### config.mk
export PLATFORM = sky130hd
export DESIGN_NAME = serial_adder_ctrl
export DESIGN_NICKNAME = d
export VERILOG_FILES = /design/src/rtl/serial_adder_pkg.sv /design/src/rtl/full_adder_cell.sv /design/src/rtl/serial_adder_ctrl.sv
export SDC_FILE = /design/constraint.sdc
export NUM_CORES = 1
export LEC_CHECK = 0
export CORE_MARGIN = 2
export CORE_UTILIZATION = 40
export DETAILED_ROUTE_END_ITERATION = 8
export HOLD_SLACK_MARGIN = 0.08
export PLACE_DENSITY_LB_ADDON = 0.05
export SYNTH_ARGS = -nofsm -noshare
export SYNTH_HDL_FRONTEND = slang
export SYNTH_HIERARCHICAL = 1
export SYNTH_SLANG_ARGS = --single-unit
### constraint.sdc
create_clock -name clk -period 1.69 [get_ports clk]
set_input_delay 0.169 -clock clk [delete_from_list [all_inputs] [get_ports clk]]
set_output_delay 0.169 -clock clk [all_outputs]
set_load 0.01 [all_outputs]
### src/rtl/serial_adder_pkg.sv
// Shared types and width helpers for the bit-serial add sequencer.
package serial_adder_pkg;

    typedef enum logic [1:0] {
        IDLE = 2'd0,
        RUN  = 2'd1,
        DONE = 2'd2
    } state_t;

    localparam int MIN_IDX_W = 1;

    // Bit-slice counter width: enough to reach WIDTH-1, never narrower than one bit.
    function automatic int idx_width(input int width);
        return (width <= 1) ? MIN_IDX_W : $clog2(width);
    endfunction

endpackage

### src/rtl/full_adder_cell.sv
// Single-bit combinational full adder, time-shared by the serial sequencer.
module full_adder_cell (
    input  logic a,
    input  logic b,
    input  logic cin,
    output logic sum,
    output logic cout
);

    assign sum  = a ^ b ^ cin;
    assign cout = (a & b) | (cin & (a ^ b));

endmodule

### src/rtl/serial_adder_ctrl.sv
// Bit-serial add sequencer: one full-adder cell, LSB-first over WIDTH cycles.
// Optional SERIAL_ADD_SUB_EN adds a 'sub' port for A-B via inverted B and carry-in of 1.
module serial_adder_ctrl
    import serial_adder_pkg::*;
#(
    parameter int WIDTH = 8
) (
    input  logic             clk,
    input  logic             rst,
    input  logic             start_valid,
    output logic             start_ready,
    input  logic [WIDTH-1:0] op_a,
    input  logic [WIDTH-1:0] op_b,
    input  logic             cin,
`ifdef SERIAL_ADD_SUB_EN
    input  logic             sub,
`endif
    output logic             res_valid,
    input  logic             res_ready,
    output logic [WIDTH-1:0] result,
    output logic             cout,
    output logic             busy
);

    localparam int IDX_W = idx_width(WIDTH);
    localparam logic [IDX_W-1:0] LAST_IDX = IDX_W'(WIDTH - 1);

    state_t           state_q, state_d;
    logic [IDX_W-1:0] bit_idx_q;
    logic [WIDTH-1:0] a_sh_q, b_sh_q, result_q;
    logic [WIDTH-1:0] sum_msb;
    logic             carry_q, cout_q;
    logic             cell_sum, cell_cout;
    logic             sub_mode;
    logic             accept, last_slice;

`ifdef SERIAL_ADD_SUB_EN
    assign sub_mode = sub;
`else
    assign sub_mode = 1'b0;
`endif

    assign accept     = start_valid && (state_q == IDLE);
    assign last_slice = (bit_idx_q == LAST_IDX);

    full_adder_cell u_cell (
        .a    (a_sh_q[0]),
        .b    (b_sh_q[0]),
        .cin  (carry_q),
        .sum  (cell_sum),
        .cout (cell_cout)
    );

    // Sum bit positioned at the MSB; written bitwise so WIDTH=1 needs no special case.
    always_comb begin
        sum_msb          = '0;
        sum_msb[WIDTH-1] = cell_sum;
    end

    // NOTE: every signal assigned in always_comb gets a default first, so no path can infer a latch.
    always_comb begin
        state_d = state_q;
        unique case (state_q)
            IDLE:    if (start_valid) state_d = RUN;
            RUN:     if (last_slice)  state_d = DONE;
            DONE:    if (res_ready)   state_d = IDLE;
            default: state_d = IDLE;
        endcase
    end

    // NOTE: sequential state uses non-blocking assignments so every register samples pre-edge values.
    always_ff @(posedge clk or posedge rst) begin
        if (rst) state_q <= IDLE;
        else     state_q <= state_d;
    end

    // NOTE: all datapath registers are reset too; result/cout are visible outputs with defined reset values.
    always_ff @(posedge clk or posedge rst) begin
        if (rst) begin
            bit_idx_q <= '0;
            a_sh_q    <= '0;
            b_sh_q    <= '0;
            carry_q   <= 1'b0;
            result_q  <= '0;
            cout_q    <= 1'b0;
        end else if (accept) begin
            bit_idx_q <= '0;
            a_sh_q    <= op_a;
            b_sh_q    <= op_b ^ {WIDTH{sub_mode}};
            carry_q   <= sub_mode ? 1'b1 : cin;
            result_q  <= '0;
            cout_q    <= 1'b0;
        end else if (state_q == RUN) begin
            a_sh_q   <= a_sh_q >> 1;
            b_sh_q   <= b_sh_q >> 1;
            carry_q  <= cell_cout;
            result_q <= (result_q >> 1) | sum_msb;
            if (last_slice) cout_q    <= cell_cout;
            else            bit_idx_q <= bit_idx_q + IDX_W'(1);
        end
    end

    assign start_ready = (state_q == IDLE);
    assign res_valid   = (state_q == DONE);
    assign busy        = (state_q != IDLE);
    assign result      = result_q;
    assign cout        = cout_q;

endmodule

## Word-level counts from Yosys, hierarchy flattened

Index checks and enable logic that the tools add are counted.

- Bitwise operators: 6
- Reductions and logical operators: 8
- Multiplexer cells: 18
- Equality and inequality tests: 7
- Add/subtract/negate cells: 1

Operator list:

| cell | count |
|---|---|
| $mux 8 | 6 |
| $mux 3 | 3 |
| $or 7x8->8 | 1 |
| $mux 2 | 3 |
| $ne 2x2->1 const B | 3 |
| $pmux 2 s3 | 1 |
| $reduce_bool 2->1 | 3 |
| $mux 1 | 5 |
| $reduce_and 2->1 | 2 |
| $add 3x1->3 const B | 1 |
| $eq 3x3->1 const B | 1 |
| $reduce_and 3->1 | 1 |
| $and 1x1->1 | 2 |
| $eq 2x1->1 const B | 1 |
| $eq 2x2->1 const B | 1 |
| $logic_not 2->1 | 1 |
| $ne 2x1->1 const B | 1 |
| $xor 1x1->1 | 2 |
| $logic_and 1x1->1 | 1 |
| $or 1x1->1 | 1 |

- Bits of input ports: 21
- Flip-flop bits (word level): 31
- Output and inout bits: 12

## Logic depth before layout (Yosys ltp)

- Depth in word-level cells: 6
- Depth in mapped cells: 5
- Mapped depth without buffers: 4

## Modules after synthesis

The synthesis kept the hierarchy.

Modules (own cells, without submodules):

| module | instances | cells each | area each (um^2) | sequential area each (um^2) |
|---|---|---|---|---|
| serial_adder_ctrl | 1 | 138 | 1,614.0 | 775.7 |
| full_adder_cell | 1 | 1 | 20.0 | 0.0 |

## Least setup slack after synthesis

OpenSTA, ideal clock, no wires.

- Kind: register -> register
- From: reg bit_idx_q[0]
- To: reg bit_idx_q[0]
- Cell stages (with the launch flop): 6
- Setup time: 0.124 ns
- Setup slack: 0.228 ns
- Arrival: 1.338 ns
- Path through: dfrtp_1 > ha_1 > ha_1 > clkbuf_1 > and3_1 > a211o_1

- Word-level cells in the longest chain between the ends: 4
- Elaborated cells between the ends (all ways): 7
- Classes of those cells: 1 x add/sub; 2 x eq/ne; 3 x mux; 1 x reduce/logical

Ends and longest elaborated chain:

| what | line | RTL |
|---|---|---|
| start, declared | serial_adder_ctrl.sv:29 | `logic [IDX_W-1:0] bit_idx_q;` |
| start signal, assigned | serial_adder_ctrl.sv:99 | `else bit_idx_q <= bit_idx_q + IDX_W'(1);` |
| $add 3x1->3 | serial_adder_ctrl.sv:99 |  |
| $mux 3 | serial_adder_ctrl.sv:98 | `if (last_slice) cout_q <= cell_cout;` |
| $mux 3 | serial_adder_ctrl.sv:93 | `end else if (state_q == RUN) begin` |
| $mux 3 | serial_adder_ctrl.sv:86 | `end else if (accept) begin` |

Parallel ways exist; a longest one is shown, timed or not. The select of a mux whose other input is x is not followed.
A chain may end at the register's enable or synchronous reset.

## Worst setup path in the final report

- From: reg state_q[0]
- To: out busy

- Word-level cells in the longest chain between the ends: 1

Ends and longest elaborated chain:

| what | line | RTL |
|---|---|---|
| start, declared | serial_adder_ctrl.sv:28 | `state_t state_q, state_d;` |
| start signal, assigned | serial_adder_ctrl.sv:74 | `else state_q <= state_d;` |
| $reduce_bool 2->1 | serial_adder_ctrl.sv:105 | `assign busy = (state_q != IDLE);` |
| end, declared | serial_adder_ctrl.sv:22 | `output logic busy` |

Every way passes these cells.

==> run metrics <==
crit path max-delay cell type=sky130_fd_sc_hd__dfrtp_2; I/O pin cnt=33; WP data required=1.52 ns; HPWL after detailed placement=2.31 mm; reg2reg setup slack=0.17 ns; largest clock skew in the final design=~0.0041 ns; R2R Path Start=bit_idx_q[0]; crit path max fanout=8; Critical Path Max Stage Delay=approximately 0.47 ns; Skew-Pair Late Insertion Delay=about 0.28 ns; total overflow reported by the global router=0; vertical extent of the die=67.9 um; Seq cells post-synth=31; list of cells traversed by the critical path=nor2_4 > inv_2 > clkdlybuf4s50_1; sequential cell area fraction in the yosys report=47.5%; site row count=23; total detailed-routing wirelength=between 3 and 4 mm; # setup viols final=0; Residual DRC=0; gate count after technology mapping=139; crit path buf inv count=2; share of final-layout standard cells stronger than drive strength 1=a little over a fifth; worst hold path class=in -> async; TritonCTS sink count=31; Worst Setup End Kind=output port; met1 Resource Use GR=22.3%; post-synthesis area per instance=11.8 sq um; filler instances=350; final critical-path required period=roughly 1.6 ns; Crit Reg-Reg Endpoint=bit_idx_q[0]; die outline area=4610 sq um; global routing's busiest layer=met2; post-detailed-route via-to-cell ratio=5.33; Cell variety after synth=26; pwr dens=about 1700 nW/um^2; max-cap violation count=0; commonest register cell after synthesis=sky130_fd_sc_hd__dfrtp_1; final critical-path share of the clock period=a little over nine tenths; Setup TNS=0 ns; area of the multi-input gates=roughly 700 sq um; Synth Cell Area=1630 sq um; layout overhead on the synthesized area=27.9%; clk buf depth=2; All-Layer GR Usage=between 10% and 20%; setup repair after global routing missed its margin=false; category of the critical setup timing path=reg -> out; Slew @ Worst Pin=between 0.6 and 0.7 ns; post-route ant nets=0; antenna cells=0; antenna violations before repair=0; fraction of post-synthesis cell area in the top cell type by area=47.5%; instance count after placement with tap cells included=between 200 and 250; hold_buf cts=0; category of the worst setup path launch point=flop; largest area contributor in the netlist=sky130_fd_sc_hd__dfrtp_1; Max Freq=between 600 and 700 MHz; total number of cells along the worst setup path=3; area of the core region=between 3000 and 4000 sq um; Reg area=a little under 800 sq um; Starting Density=41.1%; asr flop ratio synth=100%; logic depth of the worst register-to-register path=4; Critical Path Source=state_q[0]; Final Non-Filler Cells=between 200 and 250; top post-synthesis cells by area=sky130_fd_sc_hd__dfrtp_1 47%, sky130_fd_sc_hd__a221oi_2 13%, sky130_fd_sc_hd__nor3b_1 6.4%; Global Route met2 Usage=approximately 28%; met3 Track Usage GR=5.43%; category of cells accounting for the largest share of critical-path delay=buffers and inverters; IO buf count=32; root cell of the clock tree=sky130_fd_sc_hd__clkbuf_8; VDD IR max=about 0.00056 V; wire length per cell after detailed routing=about 15 um; Yosys Warn Count=6; register clock-pin slew on the reported worst setup and hold paths=about 0.07 ns; Arr. time, crit path=around 1.4 ns; H-tree lvl count=2; outcome=completed; final number of hold-violating endpoints=0; number of flops mapped to enable cells by yosys=0; wire length of the first global-routing pass=~5.8 mm; leakage component of the power=between 1 and 1.5 nW; pin count of the biggest net entering global routing=32; relative slew slack=roughly 60%; Final Net Count=between 150 and 200; count of routing violations after the opening detailed-route iteration=between 80 and 90; Inserted Clock Buffers=5; overall via count from detail_route=1195; Critical path destination=busy; Slew Viols, Final=0; CTS tree=done; synthesized netlist net count=between 150 and 200; Horiz. Die Dim=just under 70 um; first-pass detailed-route iteration total=4; number of global-route vias before repair=1163; weighted congestion at the end of routability-driven global placement=0.721
==> placed cells by master (no fill, tap or decap), types with 3 or more instances in the layout <==
cell / instances
sky130_fd_sc_hd__a211o_1: 4
sky130_fd_sc_hd__nor3b_1: 14
sky130_fd_sc_hd__inv_1: 18
sky130_fd_sc_hd__clkbuf_8: 5
sky130_fd_sc_hd__a221oi_2: 14
sky130_fd_sc_hd__dfrtp_1: 29
sky130_fd_sc_hd__clkinv_2: 3
sky130_fd_sc_hd__clkdlybuf4s50_1: 30
sky130_fd_sc_hd__buf_4: 7
sky130_fd_sc_hd__a22o_1: 9
sky130_fd_sc_hd__and3_1: 3
sky130_fd_sc_hd__nor2_1: 15
==> worst min-delay path, stage by stage <==
cell,delay (ns)
sky130_fd_sc_hd__clkdlybuf4s50_1,0.39
sky130_fd_sc_hd__inv_1,0.05
sky130_fd_sc_hd__buf_4,0.36
==> flip-flops by register name, summed over array words and instances (netlist names) <==
name	count
a_sh_q	8
b_sh_q	8
result	8
bit_idx_q	3
state_q	2
carry_q	1
cout	1
==> cell usage after synthesis, types with 2 or more instances <==
library cell	count
sky130_fd_sc_hd__nor2b_4	2
sky130_fd_sc_hd__buf_6	5
sky130_fd_sc_hd__a221oi_2	14
sky130_fd_sc_hd__ha_1	2
sky130_fd_sc_hd__a32o_1	2
sky130_fd_sc_hd__dfrtp_1	31
sky130_fd_sc_hd__clkbuf_1	2
sky130_fd_sc_hd__buf_2	5
sky130_fd_sc_hd__a211o_1	4
sky130_fd_sc_hd__and3_1	3
sky130_fd_sc_hd__nor3b_1	14
sky130_fd_sc_hd__nor4bb_1	2
sky130_fd_sc_hd__nor2_1	15
sky130_fd_sc_hd__a22o_1	9
sky130_fd_sc_hd__inv_1	18
==> power breakdown <==
group	internal (W)	switching (W)
logic	0.000932	0.000785
clock network	0.000281	0.000273
registers	0.00108	0.000232
total	0.00229	0.00129
==> how the worst min path moves through the flow <==
stage	from	end	slack, ns	depth (start not counted)
6_report	rst	b_sh_q[0]	0.28	3
5_1_grt	rst	result[5]	0.30	3
4_1_cts	rst	b_sh_q[0]	0.28	3
3_5_place_dp	result[0]	result[0]	0.48	1
3_3_place_gp	result[0]	result[0]	0.48	1
2_1_floorplan	rst	a_sh_q[0]	0.27	1
==> cell families after synthesis <==
group / share of synthesized area (%)
DFF: 47.5
AOI/OAI and AO/OA: 23.1
buffers and inverters: 10.3
and+or+nand+nor: 16.4
adders and majority gates: 2.76
==> through the flow <==
step / utilization [%] / hold slack (ns) / instance area [sq um] / total power [W] / setup WS (ns)
after global placement: 50.0 / 0.484 / 1990 / 0.00297 / 0.0451
after CTS: 52.5 / 0.281 / 2080 / 0.00365 / 0.0176
final: 52.6 / 0.279 / 2090 / 0.00358 / 0.0932
after floorplan: - / 0.273 / 1630 / 0.00255 / 0.228
after global routing: 52.6 / 0.302 / 2090 / 0.00390 / 0.0274
after detailed placement: 50.0 / 0.481 / 1990 / 0.00305 / -0.00299
==> what timing repair did <==
| item | 4_1_cts | 5_1_grt |
|---|---|---|
| setup endpoints to repair | 3 | 2 |
| setup buffers | 1 | 0 |
| pin swaps | 0 | 0 |
| gates resized for setup | 3 | 2 |
==> layout make-up <==
cell class              instances  area share [%]
multi-input cells              76            33.3
clock inverters                 3           0.719
inverters                      19            3.41
flip-flops and latches         31            37.2
clock buffers                   5            3.29
repair buffers                 40            19.0
well taps                      50            2.99
==> routing by layer <==
| layer | vias to the layer above | routed length [um] |
|---|---|---|
| met3 | 2 | 135 |
| met4 | 0 | 23 |
| met2 | 25 | 1640 |
| li1 | 565 | - |
| met5 | - | 0 |
| met1 | 603 | 1610 |
No activity file was read; power rests on OpenSTA's default activity.
